--- config.mk ---
export PLATFORM = sky130hd
export DESIGN_NAME = fl_vframer
export DESIGN_NICKNAME = d
export VERILOG_FILES = /design/src/rtl/fl_vframer.sv
export SDC_FILE = /design/constraint.sdc
export NUM_CORES = 1
export LEC_CHECK = 0
export BUFFER_PORTS_ARGS = -buffer_cell sky130_fd_sc_hd__buf_2
export CELL_PAD_IN_SITES_DETAIL_PLACEMENT = 0
export CELL_PAD_IN_SITES_GLOBAL_PLACEMENT = 1
export CORE_MARGIN = 2
export CORE_UTILIZATION = 39
export CTS_BUF_LIST = sky130_fd_sc_hd__clkbuf_8
export CTS_CLUSTER_DIAMETER = 30
export DETAILED_ROUTE_END_ITERATION = 7
export PLACE_DENSITY = 0.83
export REMOVE_ABC_BUFFERS = 1
export SLEW_MARGIN = 15
export SYNTH_ARGS = -nofsm -noshare
export SYNTH_HDL_FRONTEND = slang
export SYNTH_SLANG_ARGS = --single-unit
--- constraint.sdc ---
create_clock -name clk -period 2.25 [get_ports clk]
set_input_delay 0.1125 -clock clk [delete_from_list [all_inputs] [get_ports clk]]
set_output_delay 0.1125 -clock clk [all_outputs]
set_load 0.05 [all_outputs]
--- src/rtl/fl_vframer.sv ---
// Frames an unframed element stream into vectors, flagging the last element of each with out_end.
// 1-cycle registered output; in_ready drops only while a held beat is stalled (no skid buffer).
module fl_vframer #(
    parameter int DATA_WIDTH = 32,
    parameter int LEN_WIDTH  = 16
) (
    input  logic                  clk,
    input  logic                  rst,
    input  logic [LEN_WIDTH-1:0]  cfg_len,
    input  logic                  cfg_valid,
    output logic                  cfg_ready,
    input  logic [DATA_WIDTH-1:0] in_data,
    input  logic                  in_valid,
    output logic                  in_ready,
    output logic [DATA_WIDTH-1:0] out_data,
    output logic                  out_valid,
    input  logic                  out_ready,
    output logic                  out_end,
    output logic                  busy,
    output logic                  cfg_err,
    output logic [LEN_WIDTH-1:0]  vec_count
);

    typedef enum logic {
        ST_IDLE   = 1'b0,
        ST_STREAM = 1'b1
    } state_t;

    state_t                state_q, state_d;
    logic [LEN_WIDTH-1:0]  len_q, len_d;
    logic [LEN_WIDTH-1:0]  cnt_q, cnt_d;
    logic [DATA_WIDTH-1:0] out_data_q, out_data_d;
    logic                  out_valid_q, out_valid_d;
    logic                  out_end_q, out_end_d;
    logic                  cfg_err_q, cfg_err_d;
    logic [LEN_WIDTH-1:0]  vec_count_q, vec_count_d;

    logic cfg_fire;
    logic cfg_zero;
    logic in_fire;
    logic out_fire;
    logic last_elem;

    assign cfg_fire  = cfg_valid && cfg_ready;
    assign cfg_zero  = (cfg_len == '0);
    assign in_fire   = in_valid && in_ready;
    assign out_fire  = out_valid_q && out_ready;
    assign last_elem = (cnt_q == (len_q - LEN_WIDTH'(1)));

    // State register
    always_ff @(posedge clk) begin
        if (rst) begin
            state_q <= ST_IDLE;
        end else begin
            state_q <= state_d;
        end
    end

    // Next-state logic
    always_comb begin
        state_d = state_q;
        case (state_q)
            ST_IDLE: begin
                if (cfg_fire && !cfg_zero) begin
                    state_d = ST_STREAM;
                end
            end
            ST_STREAM: begin
                if (in_fire && last_elem) begin
                    state_d = ST_IDLE;
                end
            end
            default: state_d = ST_IDLE;
        endcase
    end

    // Handshake outputs; in_ready follows out_ready combinationally
    always_comb begin
        cfg_ready = 1'b0;
        in_ready  = 1'b0;
        case (state_q)
            ST_IDLE:   cfg_ready = 1'b1;
            ST_STREAM: in_ready  = !out_valid_q || out_ready;
            default: begin
                cfg_ready = 1'b0;
                in_ready  = 1'b0;
            end
        endcase
        busy = (state_q == ST_STREAM) || out_valid_q;
    end

    always_comb begin
        len_d       = len_q;
        cnt_d       = cnt_q;
        out_data_d  = out_data_q;
        out_valid_d = out_valid_q;
        out_end_d   = out_end_q;
        cfg_err_d   = cfg_fire && cfg_zero;
        vec_count_d = vec_count_q;

        if (cfg_fire && !cfg_zero) begin
            len_d = cfg_len;
            cnt_d = '0;
        end

        // A new beat may load in the same cycle the previous one drains
        if (in_fire) begin
            out_data_d  = in_data;
            out_valid_d = 1'b1;
            out_end_d   = last_elem;
            cnt_d       = cnt_q + LEN_WIDTH'(1);
        end else if (out_fire) begin
            out_valid_d = 1'b0;
            out_end_d   = 1'b0;
        end

        if (out_fire && out_end_q) begin
            vec_count_d = vec_count_q + LEN_WIDTH'(1);
        end
    end

    always_ff @(posedge clk) begin
        if (rst) begin
            len_q       <= '0;
            cnt_q       <= '0;
            out_data_q  <= '0;
            out_valid_q <= 1'b0;
            out_end_q   <= 1'b0;
            cfg_err_q   <= 1'b0;
            vec_count_q <= '0;
        end else begin
            len_q       <= len_d;
            cnt_q       <= cnt_d;
            out_data_q  <= out_data_d;
            out_valid_q <= out_valid_d;
            out_end_q   <= out_end_d;
            cfg_err_q   <= cfg_err_d;
            vec_count_q <= vec_count_d;
        end
    end

    assign out_data  = out_data_q;
    assign out_valid = out_valid_q;
    assign out_end   = out_end_q;
    assign cfg_err   = cfg_err_q;
    assign vec_count = vec_count_q;

endmodule

; After elaboration in Yosys (flattened, before gate mapping)
; Cells that the tools add are included.
; Widths: inputs -> output; s select.
[totals]
out_inout_bits = 54
regBits = 84
mem_bits_rw = 0
word_cells = 37
inputBits = 53
n_memories = 0
latch_bits = 0
rom_bits = 0
[op_classes]
multipliers = 0
bitwise = 1
mux = 10
n_shift = 0
n_reduce_logical = 14
n_eq_ne = 1
div_mod_pow = 0
add_sub_neg = 3
n_lt_le_gt_ge = 0
[op_table]
columns = cell, n
row1 = $add 16x1->16 const B, 2
row2 = $mux 16, 2
row3 = $eq 16x16->1, 1
row4 = $logic_not 16->1, 1
row5 = $sub 16x1->16 const B, 1
row6 = $logic_and 1x1->1, 7
row7 = $mux 1, 7
row8 = $reduce_bool 2->1, 2
row9 = $logic_not 1->1, 2
row10 = $logic_or 1x1->1, 2
row11 = $pmux 1 s2, 1
row12 = $not 1->1, 1

; Depth between registers and ports, before layout
[logic_depth]
word_depth = 7
ltp_mapped = 8
ltp_nobuf = 8

; Least setup slack after synthesis
; Ideal clock, no wire load.
[synth_timing]
path_kind = register to register
startpoint = register out_valid_q, in the netlist out_valid
endpoint = register cnt_q[14]
setup_time_ps = 91
path_slack_ps = 100
t_arrival_ps = 2059
n_path_buf = 1
path_stages_with_launch = 7
required_ps = 2159
synth_period_minus_slack_ps = 2150
path_cell_list = dfxtp_1 -> nand2b_1 -> and2_1 -> nand2_1 -> clkbuf_1 -> nand2_1 -> a311oi_1
[synth_between]
elab_chain_len = 5
word_cells_on_any_way = 6
cone_classes = mux: 2 / reduce/logical: 4
[synth_rtl]
columns = item, line_no
row1 = start: declaration, 33  ; logic out_valid_q, out_valid_d;
row2 = start signal: assignment, 135  ; out_valid_q <= out_valid_d;
row3 = $logic_not 1->1 *, 83  ; ST_STREAM: in_ready = !out_valid_q || out_ready;
row4 = $logic_or 1x1->1 *, 83
row5 = $mux 1 *, 81  ; case (state_q)
row6 = via in_ready, 14  ; output logic in_ready,
row7 = $logic_and 1x1->1 *, 46  ; assign in_fire = in_valid && in_ready;
row8 = $mux 16 or $reduce_bool 2->1 (tied branches), --
row9 = end signal: assignment, 133  ; cnt_q <= cnt_d;
row10 = end: declaration, 31  ; logic [LEN_WIDTH-1:0] cnt_q, cnt_d;
; The timed path passes the listed nets; every way through them passes the cells marked *.
; A chain may end at the register's enable or synchronous reset.

; Worst setup path in the final report
[layout_timing]
startpoint = register len_q[3]
endpoint = register state_q
[layout_between]
elab_chain_len = 5
[layout_rtl]
columns = item, line_no
row1 = start: declaration, 30  ; logic [LEN_WIDTH-1:0] len_q, len_d;
row2 = start signal: assignment, 132  ; len_q <= len_d;
row3 = $sub 16x1->16, 48  ; assign last_elem = (cnt_q == (len_q - LEN_WIDTH'(1)));
row4 = $eq 16x16->1, 48
row5 = $logic_and 1x1->1, 69  ; if (in_fire && last_elem) begin
row6 = $mux 1, 69
row7 = $pmux 1 s2, 62  ; case (state_q)
row8 = end signal: assignment, 55  ; state_q <= state_d;
row9 = end: declaration, 29  ; state_t state_q, state_d;
; Every way passes these cells.

==> flow_metrics.py <==
metrics = {
    "outcome": {
        "status": "completed",
    },
    "flow_run": {
        "maxCapViolations": 0,
    },
    "hold_path": {
        "hp-class": "in -> reg",
        "hold_depth": 3,
    },
    "drt": {
        "ant_nets": 0,
        "drt_iter0_markers": 167,
        "routed_wl_um": 10030,
        "firstDrtPassIters": 4,
        "avgViaCountPerCell": 4.983,
        "drc": 0,
        "drt-wirelength-per-cell_um": 13.11,
        "vias": 3812,
    },
    "placement": {
        "gp_congestion": 0.8848,
        "portBuffers": 106,
        "dp_hpwl_um": 6948,
        "dp.cells": 707,
        "place_area_um2": 4574,
    },
    "cts": {
        "cts-root-buf": "clkbuf_8",
        "cts_made_buffers": 9,
        "h-tree-depth": 3,
        "clk_latency_ns": 0.36,
        "clkSlewWorstSetupHoldPaths_ns": 0.09,
        "cts_tree": "yes",
        "clock_sinks": 84,
        "clockBufferDepth": 2,
    },
    "critical_path": {
        "crit_chain": "or3_4 > or3_1 > xnor2_1 > nor4_1 > nand3_1 > o31a_1",
        "end_kind": "flop",
        "cp_max_fo": 7,
        "r2r-end": "state_q",
        "cp_num_buf_inv": 0,
        "arrival_ns": 2.38,
        "r2r_start": "len_q[3]",
        "start_kind": "flop",
        "crit_start": "len_q[3]",
        "crit_required_ns": 2.50,
        "max_stage_delay_ns": 0.43,
        "crit_slowest_cell": "or3_4",
        "r2r_cells": 6,
        "cp_top_family": "simple AND/OR/NAND/NOR gates",
        "crit_type": "reg -> reg",
        "reg2reg_slack_ns": 0.12,
        "crit_end": "state_q",
        "cp.depth": 6,
    },
    "cells_and_area": {
        "fin_nets": 684,
        "final_cells": 765,
        "finish.utilization": 0.5384,
        "final_cell_mix": "nand2_1 (115), buf_2 (106), dfxtp_1 (83), a21oi_1 (61), dlygate4sd3_1 (42)",
        "design_area_um2": 5214,
        "drive_gt1_frac": 0.2437,
        "area_growth_pct": 34.64,
        "n_antenna_cell": 0,
        "final_common_cell": "nand2_1",
    },
    "power_and_ir_drop": {
        "p_total_uw": 3221,
        "ir_drop_mv": 0.2267,
        "power_density_nw_per_um2": 617.9,
        "leakage_uw": 0.002152,
    },
    "yosys": {
        "seq_area_frac_synth": 0.4342,
        "synth_ff_type": "dfxtp_1",
        "synth_mux_area_frac": 0.01099,
        "ys_types": 52,
        "yosys_warnings": 0,
        "synth_compound_area_frac": 0.1257,
        "synth-xor-area-share": 0.07916,
        "synth_top_family_by_area": "simple AND/OR/NAND/NOR gates",
        "avgSynthCellArea_um2": 8.001,
        "synth_edf_count": 0,
        "synth_async_sr_flop_share": 0,
        "synthAdderAreaFrac": 0.009693,
        "synth_area_um2": 3872,
        "postSynthCellCount": 484,
        "synth-simple-area-share": 0.3044,
        "synth_seq_cells": 84,
    },
    "floorplanning": {
        "die_area_um2": 10740,
        "die_y_um": 103.6,
        "initial_core_util": 0.3999,
        "row_count": 36,
        "core_um2": 9684,
        "die_w_um": 103.6,
        "ios": 107,
    },
    "sta": {
        "rsz0062_at_grt": "false",
        "max_freq_mhz": 469.9,
        "min_period_ns": 2.128,
        "period_share": 0.9458,
        "drv_slew": 0,
        "finClkSkew_ns": 0.009362,
        "hold_viol": 0,
        "fin_setup_tns_ns": 0,
        "setup_viol": 0,
        "worstMarginPinSlew_ns": 0.7446,
        "slew_headroom": 0.5036,
    },
    "global_route": {
        "antenna_found_initial": 0,
        "grt_pass1_vias": 3622,
        "grt_start_max_net_pins": 37,
        "met1_usage": 0.2317,
        "grt-ovfl-total": 0,
        "grt_first_pass_wirelength_um": 16680,
        "use_met2": 0.3165,
        "grt_use_met3": 0.03272,
        "grt.busiest_layer": "met2",
        "grt.total_usage": 0.1877,
    },
}
==> logic make-up after synthesis <==
family / Yosys count
flip-flops: 84
multiplexers: 4
AND/OR/NAND/NOR: 238
AO/OA/AOI/OAI: 86
buffers and inverters: 34
adder cells (fa/ha/maj): 3
XOR/XNOR: 35
==> sequential cells by signal, summed over array words and instances, names as in the netlist <==
register and count:
len_q 16, state_q 1, out_valid 1, cnt_q 16, vec_count 16, out_data 32
cfg_err 1, out_end 1
==> per-layer routing <==
layer  vias to the layer above  share of wire
li1                       1951              -
met1                      1753           0.45
met2                        91           0.49
met3                        17          0.042
met4                         0          0.021
met5                         -              0
==> worst min path at each step <==
stage                 from      endpoint
2_1_floorplan          rst     cnt_q[10]
3_3_place_gp   in_data[14]  out_data[14]
3_5_place_dp   in_data[13]  out_data[13]
4_1_cts        in_data[26]  out_data[26]
5_1_grt         cfg_len[3]      len_q[3]
6_report        cfg_len[8]      len_q[8]
==> cell usage after synthesis, drive strengths merged, types with 8 or more instances <==
master / count / share of area
nor4: 8 / 0.020
xor2: 21 / 0.047
nand3: 14 / 0.019
nor2: 38 / 0.037
dfxtp: 84 / 0.43
nand2: 115 / 0.11
a21oi: 61 / 0.079
xnor2: 14 / 0.032
buf: 8 / 0.011
nand4: 16 / 0.026
o21ai: 9 / 0.013
nor3: 11 / 0.014
clkbuf: 21 / 0.020
==> power breakdown <==
part	internal, uW	switching, uW	total [uW]
Combinational	241	339	580
Clock	531	538	1070
Sequential	1530	42.7	1570
==> layout make-up <==
class | instances | area [um2]
clock buffer | 10 | 137.6
clock inverter | 5 | 52.55
fill | 930 | 4471
inverter | 5 | 18.77
multi-input combinational | 366 | 2074
sequential | 84 | 1683
tap | 133 | 166.4
timing repair buffer | 162 | 1081
==> tightest hold or removal path, stage by stage <==
cell     delay, ns
buf_2         0.10
nand2_1       0.05
a21oi_1       0.05
==> per-stage QoR <==
step	worst slack [ns]	hold slack [ns]
finish	0.1219	0.006095
floorplan	-0.8631	0.1816
global route	0.0006546	0.008724
global placement	0.1614	0.3544
detailed placement	0.1038	0.3617
CTS	0.05568	0.001500
==> timing repair <==
item | in CTS | in global routing
endpoints found under the setup margin | 0 | 19
hold endpoints to repair | 42 | 0
hold buffers | 42 | 0
resized for setup | 0 | 5
buffers inserted | 0 | 1
Power figures use the tool's default switching activity.
